## config.mk

```make
export PLATFORM = sky130hd
export DESIGN_NAME = outgoing_response_buffer_flat
export DESIGN_NICKNAME = d
export VERILOG_FILES = /design/src/rtl/outgoing_response_buffer_if.sv /design/src/rtl/outgoing_response_buffer.sv /design/src/flat_wrapper.sv
export SDC_FILE = /design/constraint.sdc
export NUM_CORES = 1
export LEC_CHECK = 0
export ABC_AREA = 1
export CORE_UTILIZATION = 40
export CTS_BUF_LIST = sky130_fd_sc_hd__clkbuf_8
export DETAILED_ROUTE_END_ITERATION = 10
export HOLD_SLACK_MARGIN = 0.1
export SLEW_MARGIN = 20
export SYNTH_ARGS = -nofsm -noshare
export SYNTH_HDL_FRONTEND = slang
export SYNTH_SLANG_ARGS = --single-unit
```

## constraint.sdc

```tcl
create_clock -name clk -period 12.82 [get_ports clk]
set_input_delay 2.564 -clock clk [delete_from_list [all_inputs] [get_ports clk]]
set_output_delay 2.564 -clock clk [all_outputs]
set_load 0.01 [all_outputs]
```

## src/rtl/outgoing_response_buffer_if.sv

```systemverilog
// rtl/outgoing_response_buffer_if.sv - AXI R channel bundle (valid/ready/id/data/resp/last)
interface r_if #(
  parameter int ID_WIDTH   = 32,
  parameter int DATA_WIDTH = 64,
  parameter int RESP_WIDTH = 2
);
  logic                  valid;
  logic                  ready;
  logic [ID_WIDTH-1:0]   id;
  logic [DATA_WIDTH-1:0] data;
  logic [RESP_WIDTH-1:0] resp;
  logic                  last;

  modport receiver (input valid, input id, input data, input resp, input last, output ready);
  modport sender   (output valid, output id, output data, output resp, output last, input ready);
endinterface

```

## src/rtl/outgoing_response_buffer.sv

```systemverilog
// rtl/outgoing_response_buffer.sv - R beat FIFO toward the AXI master; R_STORE_FWD_EN enables store-and-forward start gating
module outgoing_response_buffer #(
  parameter int ID_WIDTH   = 32,
  parameter int DATA_WIDTH = 64,
  parameter int RESP_WIDTH = 2,
  parameter int DEPTH      = 8
) (
  input  logic                       clk,
  input  logic                       rst,
  r_if.receiver                      r_in,
  r_if.sender                        r_out,
  output logic [$clog2(DEPTH+1)-1:0] occupancy,
  output logic [$clog2(DEPTH+1)-1:0] bursts_stored,
  output logic                       out_in_burst
);

  localparam int PTR_W = (DEPTH > 1) ? $clog2(DEPTH) : 1;
  localparam int CNT_W = $clog2(DEPTH+1);
  localparam logic [PTR_W-1:0] LAST_IDX = PTR_W'(DEPTH-1);
  localparam logic [CNT_W-1:0] DEPTH_C  = CNT_W'(DEPTH);

  typedef enum logic {OUT_IDLE, OUT_BURST} out_state_t;

  // Storage array; contents are only meaningful between wr_ptr and rd_ptr, so no reset
  logic [ID_WIDTH-1:0]   r_mem_id   [DEPTH];
  logic [DATA_WIDTH-1:0] r_mem_data [DEPTH];
  logic [RESP_WIDTH-1:0] r_mem_resp [DEPTH];
  logic                  r_mem_last [DEPTH];

  logic [PTR_W-1:0] r_wr_ptr;
  logic [PTR_W-1:0] r_rd_ptr;
  logic [CNT_W-1:0] r_occ;
  logic [CNT_W-1:0] r_bursts;
  out_state_t       r_state;

  logic w_empty;
  logic w_full;
  logic w_ready;
  logic w_valid;
  logic w_push;
  logic w_pop;
  logic w_push_last;
  logic w_pop_last;

  logic [ID_WIDTH-1:0]   w_head_id;
  logic [DATA_WIDTH-1:0] w_head_data;
  logic [RESP_WIDTH-1:0] w_head_resp;
  logic                  w_head_last;

  function automatic logic [PTR_W-1:0] f_next_ptr(input logic [PTR_W-1:0] p);
    return (p == LAST_IDX) ? '0 : p + 1'b1;
  endfunction

  assign w_empty = (r_occ == '0);
  assign w_full  = (r_occ == DEPTH_C);

  // Acceptance depends only on our own fill level, never on the downstream ready
  assign w_ready = ~w_full;

  assign w_push      = r_in.valid & w_ready;
  assign w_pop       = w_valid & r_out.ready;
  assign w_push_last = w_push & r_in.last;
  assign w_pop_last  = w_pop & w_head_last;

  // Head fields read straight from storage, forced to zero when nothing is held
  assign w_head_id   = w_empty ? '0   : r_mem_id[r_rd_ptr];
  assign w_head_data = w_empty ? '0   : r_mem_data[r_rd_ptr];
  assign w_head_resp = w_empty ? '0   : r_mem_resp[r_rd_ptr];
  assign w_head_last = w_empty ? 1'b0 : r_mem_last[r_rd_ptr];

  // Output valid: mid-burst always streams; a new burst may be held back until it is complete
  always_comb begin
    w_valid = 1'b0;
    if (r_state == OUT_BURST) begin
      w_valid = ~w_empty;
    end else begin
`ifdef R_STORE_FWD_EN
      // full overrides so a burst longer than the FIFO cannot deadlock
      w_valid = ~w_empty & ((r_bursts != '0) | w_full);
`else
      w_valid = ~w_empty;
`endif
    end
  end

  // Write incoming beats into the slot at wr_ptr
  always_ff @(posedge clk) begin
    if (w_push) begin
      r_mem_id[r_wr_ptr]   <= r_in.id;
      r_mem_data[r_wr_ptr] <= r_in.data;
      r_mem_resp[r_wr_ptr] <= r_in.resp;
      r_mem_last[r_wr_ptr] <= r_in.last;
    end
  end

  // Pointer and counter bookkeeping; simultaneous push and pop cancel out
  always_ff @(posedge clk or posedge rst) begin
    if (rst) begin
      r_wr_ptr <= '0;
      r_rd_ptr <= '0;
      r_occ    <= '0;
      r_bursts <= '0;
    end else begin
      if (w_push) r_wr_ptr <= f_next_ptr(r_wr_ptr);
      if (w_pop)  r_rd_ptr <= f_next_ptr(r_rd_ptr);
      case ({w_push, w_pop})
        2'b10:   r_occ <= r_occ + 1'b1;
        2'b01:   r_occ <= r_occ - 1'b1;
        default: r_occ <= r_occ;
      endcase
      case ({w_push_last, w_pop_last})
        2'b10:   r_bursts <= r_bursts + 1'b1;
        2'b01:   r_bursts <= r_bursts - 1'b1;
        default: r_bursts <= r_bursts;
      endcase
    end
  end

  // Output burst tracker: leaves IDLE on a non-last pop, returns on the last pop
  always_ff @(posedge clk or posedge rst) begin
    if (rst) begin
      r_state <= OUT_IDLE;
    end else if (w_pop) begin
      case (r_state)
        OUT_IDLE:  if (~w_head_last) r_state <= OUT_BURST;
        OUT_BURST: if (w_head_last)  r_state <= OUT_IDLE;
        default:   r_state <= OUT_IDLE;
      endcase
    end
  end

  assign r_in.ready    = w_ready;
  assign r_out.valid   = w_valid;
  assign r_out.id      = w_head_id;
  assign r_out.data    = w_head_data;
  assign r_out.resp    = w_head_resp;
  assign r_out.last    = w_head_last;
  assign occupancy     = r_occ;
  assign bursts_stored = r_bursts;
  assign out_in_burst  = (r_state == OUT_BURST);

endmodule

```

## src/flat_wrapper.sv

```systemverilog
// flat-port wrapper written by rule: the top's interface ports become plain ports
module outgoing_response_buffer_flat 
#(
  parameter int ID_WIDTH   = 32,
  parameter int DATA_WIDTH = 64,
  parameter int RESP_WIDTH = 2,
  parameter int DEPTH      = 8
)
  (clk, rst, occupancy, bursts_stored, out_in_burst, r_in_valid, r_in_id, r_in_data, r_in_resp, r_in_last, r_in_ready, r_out_valid, r_out_id, r_out_data, r_out_resp, r_out_last, r_out_ready);
  r_if #(.ID_WIDTH(ID_WIDTH), .DATA_WIDTH(DATA_WIDTH), .RESP_WIDTH(RESP_WIDTH)) r_in_i ();
  r_if #(.ID_WIDTH(ID_WIDTH), .DATA_WIDTH(DATA_WIDTH), .RESP_WIDTH(RESP_WIDTH)) r_out_i ();
  input  logic clk;
  input  logic rst;
  output logic [$clog2(DEPTH+1)-1:0] occupancy;
  output logic [$clog2(DEPTH+1)-1:0] bursts_stored;
  output logic out_in_burst;
  input wire logic [$bits(r_in_i.valid)-1:0] r_in_valid;
  input wire logic [$bits(r_in_i.id)-1:0] r_in_id;
  input wire logic [$bits(r_in_i.data)-1:0] r_in_data;
  input wire logic [$bits(r_in_i.resp)-1:0] r_in_resp;
  input wire logic [$bits(r_in_i.last)-1:0] r_in_last;
  output wire logic [$bits(r_in_i.ready)-1:0] r_in_ready;
  output wire logic [$bits(r_out_i.valid)-1:0] r_out_valid;
  output wire logic [$bits(r_out_i.id)-1:0] r_out_id;
  output wire logic [$bits(r_out_i.data)-1:0] r_out_data;
  output wire logic [$bits(r_out_i.resp)-1:0] r_out_resp;
  output wire logic [$bits(r_out_i.last)-1:0] r_out_last;
  input wire logic [$bits(r_out_i.ready)-1:0] r_out_ready;
  assign r_in_i.valid = r_in_valid;
  assign r_in_i.id = r_in_id;
  assign r_in_i.data = r_in_data;
  assign r_in_i.resp = r_in_resp;
  assign r_in_i.last = r_in_last;
  assign r_in_ready = r_in_i.ready;
  assign r_out_valid = r_out_i.valid;
  assign r_out_id = r_out_i.id;
  assign r_out_data = r_out_i.data;
  assign r_out_resp = r_out_i.resp;
  assign r_out_last = r_out_i.last;
  assign r_out_i.ready = r_out_ready;
  outgoing_response_buffer #(.ID_WIDTH(ID_WIDTH), .DATA_WIDTH(DATA_WIDTH), .RESP_WIDTH(RESP_WIDTH), .DEPTH(DEPTH)) u_core (.clk(clk), .rst(rst), .r_in(r_in_i), .r_out(r_out_i), .occupancy(occupancy), .bursts_stored(bursts_stored), .out_in_burst(out_in_burst));
endmodule
```

==> flow_metrics.env <==
export IMPL_setup_violations=0
export IMPL_final_hold_violation_count=0
export IMPL_pin_count=213
export IMPL_worstSkewPairLatency_ns=0.76
export IMPL_crit_path_max_incr_delay_ns=0.70
export IMPL_clk_pin_slew_ns=0.05
export IMPL_path_delay_family="buffers and inverters"
export IMPL_layout_setup_ws_ns=5.50
export IMPL_min_period_ns=7.32
export IMPL_synthAdderAreaFrac_pct=0.516
export IMPL_rsz0062_at_grt="false"
export IMPL_ir_worst_vdd_v=0.000156
export IMPL_die_h_microns=285
export IMPL_cts_hold_fix_buffers=0
export IMPL_slew_viol_final=0
export IMPL_finalWeightedCongestion=0.717
export IMPL_dp_final_hpwl_microns=37400
export IMPL_grt_pass1_wl_microns=118000
export IMPL_cts_buffers=136
export IMPL_syn_instance_count=2467
export IMPL_grt_max_degree=254
export IMPL_cts_tree="built"
export IMPL_finalNetCount=2795
export IMPL_fin_area_sq_mm=0.0373
export IMPL_grt_pass1_vias=20500
export IMPL_clock_root_buffer="clkbuf_8"
export IMPL_antenna_found_initial=7
export IMPL_worstSetupStartpointType="flop"
export IMPL_worst_ep_arrival_time_ns=4.76
export IMPL_placed_cells=3590
export IMPL_drt_total_wl_microns=77700
export IMPL_synth_top_family_by_area="compound AO/OA/AOI/OAI gates"
export IMPL_skew_ns=0.0257
export IMPL_dieWidth_microns=285
export IMPL_timing_hold_ws_ns=0.481
export IMPL_fmax_mhz=137
export IMPL_synth_compound_area_share_pct=10.6
export IMPL_post_route_drc_count=0
export IMPL_postCtsSetupBuffers=0
export IMPL_wl_per_cell_microns=20.3
export IMPL_totalPowerFinal_mw=8.89
export IMPL_dr_first_iter_drc_count=1564
export IMPL_p_leak_nw=12.7
export IMPL_finish_utilization_pct=47.2
export IMPL_drive_above_1_share_pct=7.33
export IMPL_yosys_mux_area_fraction_pct=0
export IMPL_synth_cell_types=26
export IMPL_synth_seq_area_share_pct=75.5
export IMPL_slew_headroom_pct=28.5
export IMPL_final_cells=3835
export IMPL_tightest_slew_ns=1.07
export IMPL_crit_fanout=148
export IMPL_clock_path_buffers=3
export IMPL_setup_worst_path_end_class="primary output"
export IMPL_avgSynthCellArea_sq_um=13.0
export IMPL_avgViaCountPerCell=5.27
export IMPL_hold_class="reg -> reg"
export IMPL_syn_nets=2582
export IMPL_vias=20200
export IMPL_ant_nets=0
export IMPL_syn_to_final_growth_pct=16.7
export IMPL_crit_top_cell="nor2_1"
export IMPL_drv_cap=0
export IMPL_ys_warn_count=0
export IMPL_powerDensity_mw_per_mm2=238
export IMPL_critPathBufInv=4
export IMPL_fin_setup_tns_ns=0
export IMPL_critPathRequiredTime_ns=10.26
export IMPL_dieArea_sq_mm=0.0811
export IMPL_ctsResizeCount=0
export IMPL_dpl_worst_slack_ns=6.16
export IMPL_crit_slowest_cell="dfrtp_4"
export IMPL_netlist_area_sq_mm=0.0320
export IMPL_grt_ovfl_total=0
export IMPL_ctsHtreeMaxLevel=4
export IMPL_io_buffers=212
export IMPL_grtUsageTotal_pct=19.1
export IMPL_cts_sinks=807
export IMPL_synth_simple_area_share_pct=10.0
export IMPL_worstSetupPathType="reg -> out"
export IMPL_synth_seq_cells=807
export IMPL_final_period_utilization_pct=57.1
export IMPL_outcome="complete, no violations"
export IMPL_crit_chain="buf_12 > buf_16 > buf_6 > nor2_1 > nor2_1 > o21ai_0 > o211ai_1 > nand2_1 > nor2_1 > clkdlybuf4s50_1"
export IMPL_rows=103
export IMPL_start_util_pct=40.5
export IMPL_placed_area_sq_mm=0.0348
export IMPL_drt_pass1_iterations=5
export IMPL_synth_xor_area_share_pct=0.164
export IMPL_core_sq_mm=0.0790
flip-flops by register name, summed over array words and instances, names as in the netlist:
signal                count
u_core.r_mem_data       512
u_core.r_rd_ptr           3
u_core.occupancy          4
u_core.r_mem_id         256
u_core.out_in_burst       1
u_core.bursts_stored      4
u_core.r_mem_resp        16
u_core.r_wr_ptr           3
u_core.r_mem_last         8
routing by layer:
layer	GRT usage, %	share of wire [%]	vias up
li1	-	-	9396
met1	23.5	42	10100
met2	32.9	50	545
met3	4.23	5.6	133
met4	6.68	2.0	8
met5	0	0.067	-
where the power goes:
part	switching (mW)	internal, mW	total [mW]
clock	1.00	1.05	2.06
combinational	2.11	1.25	3.36
sequential	0.162	3.31	3.47
total	3.27	5.61	8.89
area by class of cell:
class | instances | area, sq um
fillers | 6886 | 41700
flip-flops and latches | 807 | 24200
multi-input cells | 1469 | 6880
repair buffers | 239 | 2400
clock buffers | 139 | 1910
well taps | 1050 | 1310
clock inverters | 101 | 519
inverters | 27 | 115
diodes | 3 | 7.51
kinds of logic (layout without fill, tap and decap cells):
logic type | Yosys count | in the layout
other | 0 | 3
xor gates and xnor gates | 6 | 6
AOI/OAI and AO/OA | 602 | 602
DFF | 807 | 807
buffers and inverters | 191 | 506
adders and majority gates | 12 | 12
and+or+nand+nor | 849 | 849
layout by cell type, fill, tap and decap left out, types with 4 or more instances in the layout:
cell               n
buf_4             21
nand3_1            7
ha_1              10
clkbuf_8         139
clkdlybuf4s50_1  212
o21ai_1           46
dfrtp_1           12
o22ai_1           99
nor2_1           693
inv_1             71
xnor2_1            4
nand2_1          137
o21ai_0          354
o211ai_1          98
nor2_4             8
edfxtp_1         792
clkinv_1          32
clkinv_2          10
inv_8              4
worst paths after layout:
| path | to | cells after the start | slack [ns] | start |
|---|---|---|---|---|
| worst min-delay path | u_core.out_in_burst$_DFFE_PP0P_ | 2 | 0.48 | u_core.out_in_burst$_DFFE_PP0P_ |
| min in group asynchronous | u_core.bursts_stored[3]$_DFFE_PP0P_ | 2 | 2.19 | rst |
| worst min register to register | u_core.out_in_burst$_DFFE_PP0P_ | 2 | 0.48 | u_core.out_in_burst$_DFFE_PP0P_ |
| worst max-delay path | r_out_data[8] | 10 | 5.50 | u_core.r_rd_ptr[0]$_DFFE_PP0P_ |
| max in group asynchronous | u_core.r_rd_ptr[2]$_DFFE_PP0P_ | 2 | 10.14 | rst |
| worst max register to register | u_core.bursts_stored[3]$_DFFE_PP0P_ | 12 | 9.17 | u_core.occupancy[3]$_DFFE_PP0P_ |
worst register-to-register path, delay by kind of cell, from the launching register on:
kind | cells | cell delay, ns
buffers and inverters | 1 | 0.83
AND/OR/NAND/NOR | 7 | 1.41
adder cells (fa/ha/maj) | 2 | 0.56
flip-flops | 1 | 0.44
AO/OA/AOI/OAI | 2 | 0.32
synthesized netlist by cell type (all sizes together):
cell type,instances,area share (%)
dfrtp,15,1.2
fa,2,0.13
edfxtp,792,74
a21oi,1,0.016
nor3,2,0.031
clkbuf,93,1.1
nand3,7,0.11
nand2,138,1.6
o22ai,99,1.9
o21ai,400,6.3
buf,71,1.7
xor2,2,0.055
nor2,701,8.2
o211ai,98,2.3
xnor2,4,0.11
o21bai,2,0.047
ha,10,0.39
or2,1,0.020
o21a,2,0.047
inv,27,0.33
No activity file was read; power rests on OpenSTA's default activity.
